===== src/rtl/ram_pkg.sv =====
// Shared types and helpers for ram_n: sweep FSM state encoding and the parity helper.
// The parity helper only exists when RAM_PARITY_EN is defined.
package ram_pkg;

    typedef enum logic [0:0] {
        CLEAR = 1'b0,
        READY = 1'b1
    } state_e;

    localparam logic [0:0] ST_CLEAR = 1'b0;
    localparam logic [0:0] ST_READY = 1'b1;

    // Widest data word the parity helper accepts; callers zero-extend.
    localparam int PAR_MAXW = 1024;

`ifdef RAM_PARITY_EN
    function automatic logic even_parity(input logic [PAR_MAXW-1:0] d);
        return ^d;
    endfunction
`endif

endpackage


===== src/rtl/ram_clear_seq.sv =====
// Clear sequencer for ram_n: walks every address once writing zero, then idles in READY
// until a clear request restarts the sweep.
module ram_clear_seq
    import ram_pkg::*;
#(
    parameter int DEPTH = 8,
    parameter int AW    = $clog2(DEPTH)
) (
    input  logic          clk,
    input  logic          rst_n,
    input  logic          clr,
    output logic          sweep_we,
    output logic [AW-1:0] sweep_addr,
    output logic          busy,
    output state_e        state_dbg
);

    localparam logic [AW-1:0] LAST = AW'(DEPTH - 1);

    logic [0:0]    state;
    logic [0:0]    state_nxt;
    logic [AW-1:0] cnt;
    logic [AW-1:0] cnt_nxt;

    always_comb begin
        state_nxt = state;
        cnt_nxt   = cnt;
        case (state)
            ST_CLEAR: begin
                if (cnt == LAST) begin
                    state_nxt = ST_READY;
                    cnt_nxt   = '0;
                end else begin
                    cnt_nxt = cnt + AW'(1);
                end
            end
            ST_READY: begin
                if (clr) begin
                    state_nxt = ST_CLEAR;
                    cnt_nxt   = '0;
                end
            end
            default: begin
                state_nxt = ST_CLEAR;
                cnt_nxt   = '0;
            end
        endcase
    end

    always_ff @(posedge clk or negedge rst_n) begin
        if (!rst_n) begin
            state <= ST_CLEAR;
            cnt   <= '0;
        end else begin
            state <= state_nxt;
            cnt   <= cnt_nxt;
        end
    end

    assign sweep_we   = (state == ST_CLEAR);
    assign sweep_addr = cnt;
    assign busy       = (state == ST_CLEAR);
    assign state_dbg  = state_e'(state);

endmodule


===== src/rtl/ram_n.sv =====
// DEPTH x WIDTH register RAM with registered write-first read and a hardware clear sweep.
// Define RAM_PARITY_EN to store an even-parity bit per word and expose parity_err.
module ram_n
    import ram_pkg::*;
#(
    parameter  int WIDTH = 16,
    parameter  int DEPTH = 8,
    localparam int AW    = $clog2(DEPTH)
) (
    input  logic             clk,
    input  logic             rst_n,
    input  logic [WIDTH-1:0] in,
    input  logic             load,
    input  logic [AW-1:0]    address,
    input  logic             rd_en,
    input  logic             clr,
    output logic [WIDTH-1:0] out,
    output logic             out_valid,
    output logic             busy
`ifdef RAM_PARITY_EN
    ,
    output logic             parity_err
`endif
);

`ifdef RAM_PARITY_EN
    localparam int MW = WIDTH + 1;
`else
    localparam int MW = WIDTH;
`endif

    localparam logic [AW:0] DEPTH_W = (AW + 1)'(DEPTH);

    logic          sweep_we;
    logic [AW-1:0] sweep_addr;
    state_e        seq_state;

    ram_clear_seq #(
        .DEPTH(DEPTH),
        .AW   (AW)
    ) u_clear_seq (
        .clk       (clk),
        .rst_n     (rst_n),
        .clr       (clr),
        .sweep_we  (sweep_we),
        .sweep_addr(sweep_addr),
        .busy      (busy),
        .state_dbg (seq_state)
    );

    logic [MW-1:0] mem [DEPTH];
    logic [MW-1:0] wr_word;
    logic [MW-1:0] rd_word;
    logic          in_range;
    logic          ready;
    logic          wr_user;
    logic          rd_user;

    // Non-power-of-2 depths leave a tail of address codes that map to no word.
    assign in_range = ({1'b0, address} < DEPTH_W);
    assign ready    = (seq_state == READY);
    assign wr_user  = ready && !clr && load && in_range;
    assign rd_user  = ready && !clr && rd_en;

`ifdef RAM_PARITY_EN
    assign wr_word = {even_parity(PAR_MAXW'(in)), in};
`else
    assign wr_word = in;
`endif

    always_comb begin
        rd_word = '0;
        if (in_range) begin
            rd_word = mem[address];
        end
    end

    always_ff @(posedge clk) begin
        if (sweep_we) begin
            mem[sweep_addr] <= '0;
        end else if (wr_user) begin
            mem[address] <= wr_word;
        end
    end

    // Write-first: a read hitting the word being written returns the incoming data.
    always_ff @(posedge clk or negedge rst_n) begin
        if (!rst_n) begin
            out       <= '0;
            out_valid <= 1'b0;
        end else begin
            out_valid <= rd_user;
            if (rd_user) begin
                if (!in_range) begin
                    out <= '0;
                end else if (load) begin
                    out <= in;
                end else begin
                    out <= rd_word[WIDTH-1:0];
                end
            end
        end
    end

`ifdef RAM_PARITY_EN
    always_ff @(posedge clk or negedge rst_n) begin
        if (!rst_n) begin
            parity_err <= 1'b0;
        end else begin
            parity_err <= rd_user && in_range && !load &&
                          (even_parity(PAR_MAXW'(rd_word[WIDTH-1:0])) != rd_word[WIDTH]);
        end
    end
`endif

endmodule


===== config.mk =====
export PLATFORM = sky130hd
export DESIGN_NAME = ram_n
export DESIGN_NICKNAME = d
export VERILOG_FILES = /design/src/rtl/ram_pkg.sv /design/src/rtl/ram_clear_seq.sv /design/src/rtl/ram_n.sv
export SDC_FILE = /design/constraint.sdc
export NUM_CORES = 1
export LEC_CHECK = 0
export CAP_MARGIN = 20
export CORE_MARGIN = 4
export CORE_UTILIZATION = 40
export CTS_CLUSTER_DIAMETER = 40
export CTS_CLUSTER_SIZE = 14
export DETAILED_ROUTE_END_ITERATION = 12
export GPL_TIMING_DRIVEN = 0
export HOLD_SLACK_MARGIN = 0.08
export SLEW_MARGIN = 0
export SYNTH_ARGS = -nofsm -noshare
export SYNTH_HDL_FRONTEND = slang
export SYNTH_SLANG_ARGS = --single-unit
export TNS_END_PERCENT = 20

===== constraint.sdc =====
create_clock -name clk -period 6.2 [get_ports clk]
set_input_delay 1.24 -clock clk [delete_from_list [all_inputs] [get_ports clk]]
set_output_delay 1.24 -clock clk [all_outputs]
set_load 0.05 [all_outputs]

==> reports/qor.txt, run 1 <==
STATUS
----------------------------------------------------------------------------
Status                                                             completed

CLOCK NETWORK
----------------------------------------------------------------------------
Resize count post-CTS                                                      0
# H-tree levels                                                            4
Number of buffers added by the clock tree synthesis step                  17
Post-CTS Setup Repair Bufs                                                 0
CTS tree                                                                done
CTS Hold Bufs                                                              0
Root buffer cell                                                   clkbuf_16
Clock Sinks                                                              149
Clock transition at path regs                                        0.05 ns
Worst-skew pair later-pin latency                                    0.42 ns
Clock Tree Buf Depth                                                       2

TIMING
----------------------------------------------------------------------------
Hold violation total from the final report                                 0
Highest achievable clock rate                                        266 MHz
Max-Slew Margin vs Limit                                               0.484
Maximum clock skew at final layout                                0.00862 ns
Post-Route Hold Slack                                               0.538 ns
Final TNS setup                                                         0 ns
Final Critical Period                                                3.76 ns
Setup repair after global routing missed its margin                    false
Total count of max-transition violations in the final report               0
Share of the clock period used by the worst path after layout          0.606
Actual transition at the worst max-transition pin                   0.774 ns
Final-report setup violation count                                         0

SYNTH
----------------------------------------------------------------------------
Average size of a mapped cell                                     19.1 sq um
Dominant combinational cell family by area after synthesis      multiplexers
Sequential element share of the synthesized area                       0.721
Unique masters post-synth                                                 29
Area of the mapped netlist                                        6060 sq um
Xor/xnor cell area share of the yosys netlist                        0.00434
Post-synthesis simple-gate area fraction                              0.0419
Yosys warning total                                                        0
Number of synthesized register bits                                      149
Synthesized netlist cell count                                           318
Leading post-synthesis cells by cell area                       edfxtp_1, mux4_1, dfrtp_1
Adder and majority gate portion of the synthesized area              0.00413
Net count after synthesis                                                344
Portion of netlist area occupied by mux cells                          0.168
Post-synth top area cell                                            edfxtp_1
Area fraction in compound gates after synthesis                       0.0401
Share of Yosys cell area claimed by the top area cell type             0.634

MIN PATH
----------------------------------------------------------------------------
Class of the tightest hold or removal check                     flop to flop
Number of cells traversed by the worst hold path                           2

LAYOUT
----------------------------------------------------------------------------
Most common cell after layout, fill and taps aside                  edfxtp_1
Multi-input logic area                                            1590 sq um
Sequential cell area                                              4370 sq um
Fraction of final layout cells sized beyond drive strength 1           0.173
Number of nets in the layout                                             411
Area grow syn2layout                                                   22.5%
Layout filler cell count                                                1183
Finished layout cell area                                         7420 sq um
Commonest non-fill, non-tap cells in the layout                 edfxtp_1, clkdlybuf4s50_1, a21oi_1, mux4_1, dfrtp_1
Non-filler instance count after layout                                   583

SETUP PATH
----------------------------------------------------------------------------
Count of cells along the worst register-to-register path                   6
CP Max Fanout                                                             11
Critical path capture point type                                        flop
Worst reg2reg setup slack                                            3.28 ns
Worst Setup Start Kind                                          primary input
Critical path start-end classification                          primary input to flop
Data arrival time of the critical path                               3.88 ns
Required time of the worst setup path                                6.32 ns

FLOORPLANNING
----------------------------------------------------------------------------
Chip height                                                           131 um
Die X-Extent                                                          131 um
Core footprint                                                   14700 sq um
Area of the die                                                  17200 sq um
# IOs                                                                     42
Standard-cell rows                                                        44
Starting density of the core                                           0.412

ROUTE
----------------------------------------------------------------------------
Number of iterations in the first detailed-routing pass                    4
Via density per instance                                                5.49
Drt total wl                                                        13400 um
Antenna Nets Post-Route                                                    0
Vias                                                                    3198
1st-iter DRT viols                                                       256
Routed WL per cell                                                   23.0 um
DRC violation count after routing                                          0

POWER
----------------------------------------------------------------------------
Total power per unit cell area                                   481 nW/um^2
Static power due to leakage                                          2.65 nW
Worst IR drop on VDD                                              0.000225 V

GRT
----------------------------------------------------------------------------
First-pass GRT wire length                                          20300 um
Number of global-route vias before repair                               3285
Maximum number of pins on one net before global-route repair              17
Initial antenna violation count                                            0
Global routing usage summed across all routing layers                  0.170
Total global routing overflow                                              0

PLACEMENT
----------------------------------------------------------------------------
Placed wire-length estimate                                          8750 um
Placed Area                                                       6890 sq um
Instance count after placement with tap cells included                   550
# port buffers                                                            39
Placer Congestion                                                      0.752

FLOW RUN
----------------------------------------------------------------------------
Number of max-cap violations                                               0

[final cells by class]
| class | instances | share of cell area |
|---|---|---|
| Timing Repair Buffer | 48 | 0.0775 |
| Sequential cell | 149 | 0.588 |
| Clock inverter | 5 | 0.00320 |
| Clock buffer | 27 | 0.0691 |
| Buffer | 17 | 0.0143 |
| Antenna cell | 1 | 0.000337 |
| Inverter | 5 | 0.00253 |
| Tap cell | 184 | 0.0310 |
| Multi-Input combinational cell | 147 | 0.214 |
[registers in the layout, indices dropped and copies added, names as in the netlist]
signal                  count
u_clear_seq.state_dbg       1
out                        16
out_valid                   1
u_clear_seq.sweep_addr      3
mem                       128
[critical path, cell delays in order]
cell	delay (ns)
clkdlybuf4s50_1	0.43
and3b_1	0.22
clkbuf_1	0.58
clkbuf_1	0.39
a22oi_1	0.26
nor2_2	0.50
buf_8	0.24
[where the power goes]
part	internal [mW]	switching (mW)	total, mW
clock network	0.560	0.366	0.927
registers	1.45	0.102	1.55
logic	0.418	0.677	1.10
[Yosys cell counts]
library cell,count
mux2_2,16
nand3b_1,1
o21ai_0,1
clkbuf_1,10
dfrtp_1,21
nor2_1,26
and3b_1,1
buf_4,1
nor3_1,1
inv_1,4
buf_2,1
nor3b_1,2
edfxtp_1,128
a21oi_1,33
nand2_1,2
a22o_1,1
xnor2_1,3
ha_1,2
inv_2,1
mux4_1,31
a31oi_1,4
a22oi_1,1
buf_6,5
a41oi_2,1
and2_1,17
o31ai_1,1
mux4_2,1
a21o_1,1
nor2b_1,1
[metrics by stage]
step / utilization / total power, mW / worst slack [ns]
final: 0.505 / 3.57 / 2.44
after global placement: 0.454 / 2.51 / 1.35
after floorplan: - / 2.17 / 2.98
after global routing: 0.505 / 3.72 / 2.32
after detailed placement: 0.468 / 2.67 / 2.03
after CTS: 0.505 / 3.60 / 2.48
[path summary, 6_finish.rpt]
path | from | endpoint
worst max-delay path | clr | mem[7][13]
worst min-delay path | out[14] | out[14]
worst max register to register | u_clear_seq.state_dbg | mem[7][13]
worst min register to register | out[14] | out[14]
max in group asynchronous | rst_n | out[11]
min in group asynchronous | rst_n | out[5]
[per-layer routing]
metal / wire (um) / track usage / part of all wire / vias to the layer above
li1: - / - / - / 1419
met1: 5780 / 0.229 / 0.43 / 1673
met2: 6710 / 0.263 / 0.50 / 92
met3: 738 / 0.0397 / 0.055 / 14
met4: 190 / 0.0762 / 0.014 / 0
met5: 0 / 0 / 0 / -
[kinds of logic (layout without fill, tap and decap cells)]
kind of cell | Yosys count | after routing
adder cells (fa/ha/maj) | 2 | 2
XOR/XNOR | 3 | 3
multiplexers | 48 | 48
buffers and inverters | 22 | 102
AO/OA/AOI/OAI | 43 | 43
other | 0 | 1
AND/OR/NAND/NOR | 51 | 51
flip-flops | 149 | 149
Note: power is estimated with default switching activity, not from simulation.
==> run 2, diff against run 1 <==
clock period = 3.45 ns   (was 6.2 ns; I/O delays follow)
==> results of run 2 <==
Same layout as run 1 (identical final DEF). Status: completed.
Main changes from that run: setup slack after placement 2.03 ns -> -0.165 ns; setup slack after layout 2.44 ns -> 0.240 ns; register-to-register setup slack 3.28 ns -> 0.53 ns; total power 3.57 mW -> 6.42 mW; worst IR drop on VDD 0.000225 V -> 0.000405 V
==> run 3, diff against run 2 <==
CORE_MARGIN = 2   (was 4)
==> run 3 against run 2 <==
  * Largest cell class unchanged
  * Sequential share of layout area decreased by 0.62 points
  * Flip-flop and latch count stayed put
  * Via count grew 0.41%
  * Power grew 2.6%
  * Combinational power fell by 2%
  * Critical path type unchanged
  * Die area decreased by 6.0%
  * Utilization is 0.73 points higher
  * First-iteration DRC count rose by 23%
==> reports/qor.txt, run 3 (synthesized netlist as in run 1, its figures left out) <==
CLOCK NETWORK
----------------------------------------------------------------------------
Clock transition at path regs                                        0.06 ns   was 0.05 ns
Resize count post-CTS                                                      0   unchanged
Clock Sinks                                                              149   unchanged
CTS Hold Bufs                                                              0   unchanged
Post-CTS Setup Repair Bufs                                                 0   unchanged
CTS tree                                                                done   unchanged
# H-tree levels                                                            4   unchanged
Worst-skew pair later-pin latency                                    0.43 ns   was 0.42 ns
Number of buffers added by the clock tree synthesis step                  17   unchanged
Clock Tree Buf Depth                                                       2   unchanged
Root buffer cell                                                   clkbuf_16   unchanged

LAYOUT
----------------------------------------------------------------------------
Sequential cell area                                              4370 sq um   unchanged
Commonest non-fill, non-tap cells in the layout                 edfxtp_1, clkdlybuf4s50_1, a21oi_1, mux4_1, dfrtp_1   unchanged
Ant diodes                                                                 0   was 1
Top register by number of flip-flops                                     mem   unchanged
Final core area utilization                                            0.512   was 0.505
Area grow syn2layout                                                   23.8%   was 22.5%
Most common cell after layout, fill and taps aside                  edfxtp_1   unchanged
Finished layout cell area                                         7500 sq um   was 7420 sq um
Non-filler instance count after layout                                   582   was 583
Layout filler cell count                                                1179   was 1183
Number of nets in the layout                                             411   unchanged
Multi-input logic area                                            1590 sq um   unchanged
Fraction of final layout cells sized beyond drive strength 1           0.188   was 0.173
Flip-flop count of the largest register after layout                     128   unchanged

ROUTE
----------------------------------------------------------------------------
1st-iter DRT viols                                                       316   was 256
Via density per instance                                                5.52   was 5.49
Routed WL per cell                                                   22.4 um   was 23.0 um
DRC violation count after routing                                          0   unchanged
Number of iterations in the first detailed-routing pass                    4   unchanged
Drt total wl                                                        13000 um   was 13400 um
Vias                                                                    3211   was 3198
Antenna Nets Post-Route                                                    0   unchanged

POWER
----------------------------------------------------------------------------
Overall Power                                                        6.58 mW   was 6.42 mW
Cell-internal power                                                  4.48 mW   was 4.36 mW
Fraction of power consumed by sequential logic                         0.422   was 0.434
Switching Fraction                                                     0.319   was 0.321
Worst IR drop on VDD                                              0.000456 V   was 0.000405 V
Total power per unit cell area                                   877 nW/um^2   was 864 nW/um^2
Static power due to leakage                                          2.66 nW   was 2.65 nW
Switching power total                                                2.10 mW   was 2.06 mW
Fraction of power consumed by combinational cells                      0.293   was 0.307
Portion of total power attributed to the clock network                 0.285   was 0.260

PLACEMENT
----------------------------------------------------------------------------
Instance count after placement with tap cells included                   549   was 550
Pre-CTS WS                                                         -0.176 ns   was -0.165 ns
Placed wire-length estimate                                          8370 um   was 8750 um
Placer Congestion                                                      0.714   was 0.752
# port buffers                                                            39   unchanged
Placed Area                                                       6870 sq um   was 6890 sq um

GRT
----------------------------------------------------------------------------
First-pass GRT wire length                                          20100 um   was 20300 um
Number of global-route vias before repair                               3305   was 3285
Total global routing overflow                                              0   unchanged
Global routing usage summed across all routing layers                  0.174   was 0.170
Maximum number of pins on one net before global-route repair              22   was 17
Initial antenna violation count                                            0   unchanged

SETUP PATH
----------------------------------------------------------------------------
Critical path start-end classification                          primary input to flop   unchanged
Required time of the worst setup path                                3.59 ns   was 3.57 ns
Critical path capture point type                                        flop   unchanged
CP Max Fanout                                                             10   was 11
Data arrival time of the critical path                               3.34 ns   was 3.33 ns
Worst Setup Start Kind                                          primary input   unchanged

FLOORPLANNING
----------------------------------------------------------------------------
# IOs                                                                     42   unchanged
Starting density of the core                                           0.414   was 0.412
Core footprint                                                   14600 sq um   was 14700 sq um
Area of the die                                                  16100 sq um   was 17200 sq um
Chip height                                                           127 um   was 131 um
Die X-Extent                                                          127 um   was 131 um
Standard-cell rows                                                        44   unchanged

TIMING
----------------------------------------------------------------------------
Actual transition at the worst max-transition pin                   0.731 ns   was 0.774 ns
Setup repair after global routing missed its margin                    false   unchanged
Final Critical Period                                                3.20 ns   was 3.21 ns
Highest achievable clock rate                                        312 MHz   about the same
Hold violation total from the final report                                 0   unchanged
Final Worst Setup Slack                                             0.247 ns   was 0.240 ns
Share of the clock period used by the worst path after layout          0.928   was 0.930
Final-report setup violation count                                         0   unchanged
Max-Slew Margin vs Limit                                               0.513   was 0.484
Maximum clock skew at final layout                                 0.0169 ns   was 0.00862 ns
Total count of max-transition violations in the final report               0   unchanged

STATUS
----------------------------------------------------------------------------
Status                                                             completed   unchanged

MIN PATH
----------------------------------------------------------------------------
Class of the tightest hold or removal check                     primary input to asynchronous set/reset pin   was flop to flop

FLOW RUN
----------------------------------------------------------------------------
Number of max-cap violations                                               0   unchanged

run 3: power groups by stage:
stage	logic [mW]	clock network, mW	registers, mW
final	1.93	1.87	2.78
after global routing	2.05	1.98	2.83
after CTS	1.96	1.91	2.78
after detailed placement	1.95	0	2.81
after global placement	1.71	0	2.80
after floorplan	0.793	0	3.11
run 3: worst max-delay path: stages:
cell and delay (ns):
clkdlybuf4s50_1 0.43, and3b_1 0.21, clkbuf_1 0.53, clkbuf_1 0.39
a21oi_1 0.26, nor2_2 0.58, buf_8 0.23
run 3: stage by stage:
stage                     setup TNS (ns)  hold slack (ns)
final                                  0            0.524
after global placement           -105.36            0.516
after detailed placement           -5.55            0.525
after CTS                              0            0.538
after floorplan                        0            0.394
after global routing                   0            0.545
run 3: layout make-up:
class	count	area share
buffer	17	0.0142
clock buffer	17	0.0567
clock inverter	15	0.0240
inverter	5	0.00250
multi-input combinational	147	0.211
sequential	149	0.582
tap	184	0.0307
timing repair buffer	48	0.0784
run 3: per-layer routing:
layer,global-route usage,wire (um),up-vias
met5,0,0,-
met4,0.0588,132,0
met3,0.0419,741,13
met2,0.281,6530,92
met1,0.233,5620,1687
li1,-,-,1419
run 3: worst paths after layout:
path	startpoint	to	slack [ns]	depth (start not counted)
max	clr	mem[0][10]	0.25	7
min	rst_n	u_clear_seq.state_dbg	0.52	1
max reg2reg	u_clear_seq.state_dbg	mem[0][10]	0.51	6
min reg2reg	out[7]	out[7]	0.53	2
max in group asynchronous	rst_n	out_valid	2.50	2
min in group clk	out[7]	out[7]	0.53	2
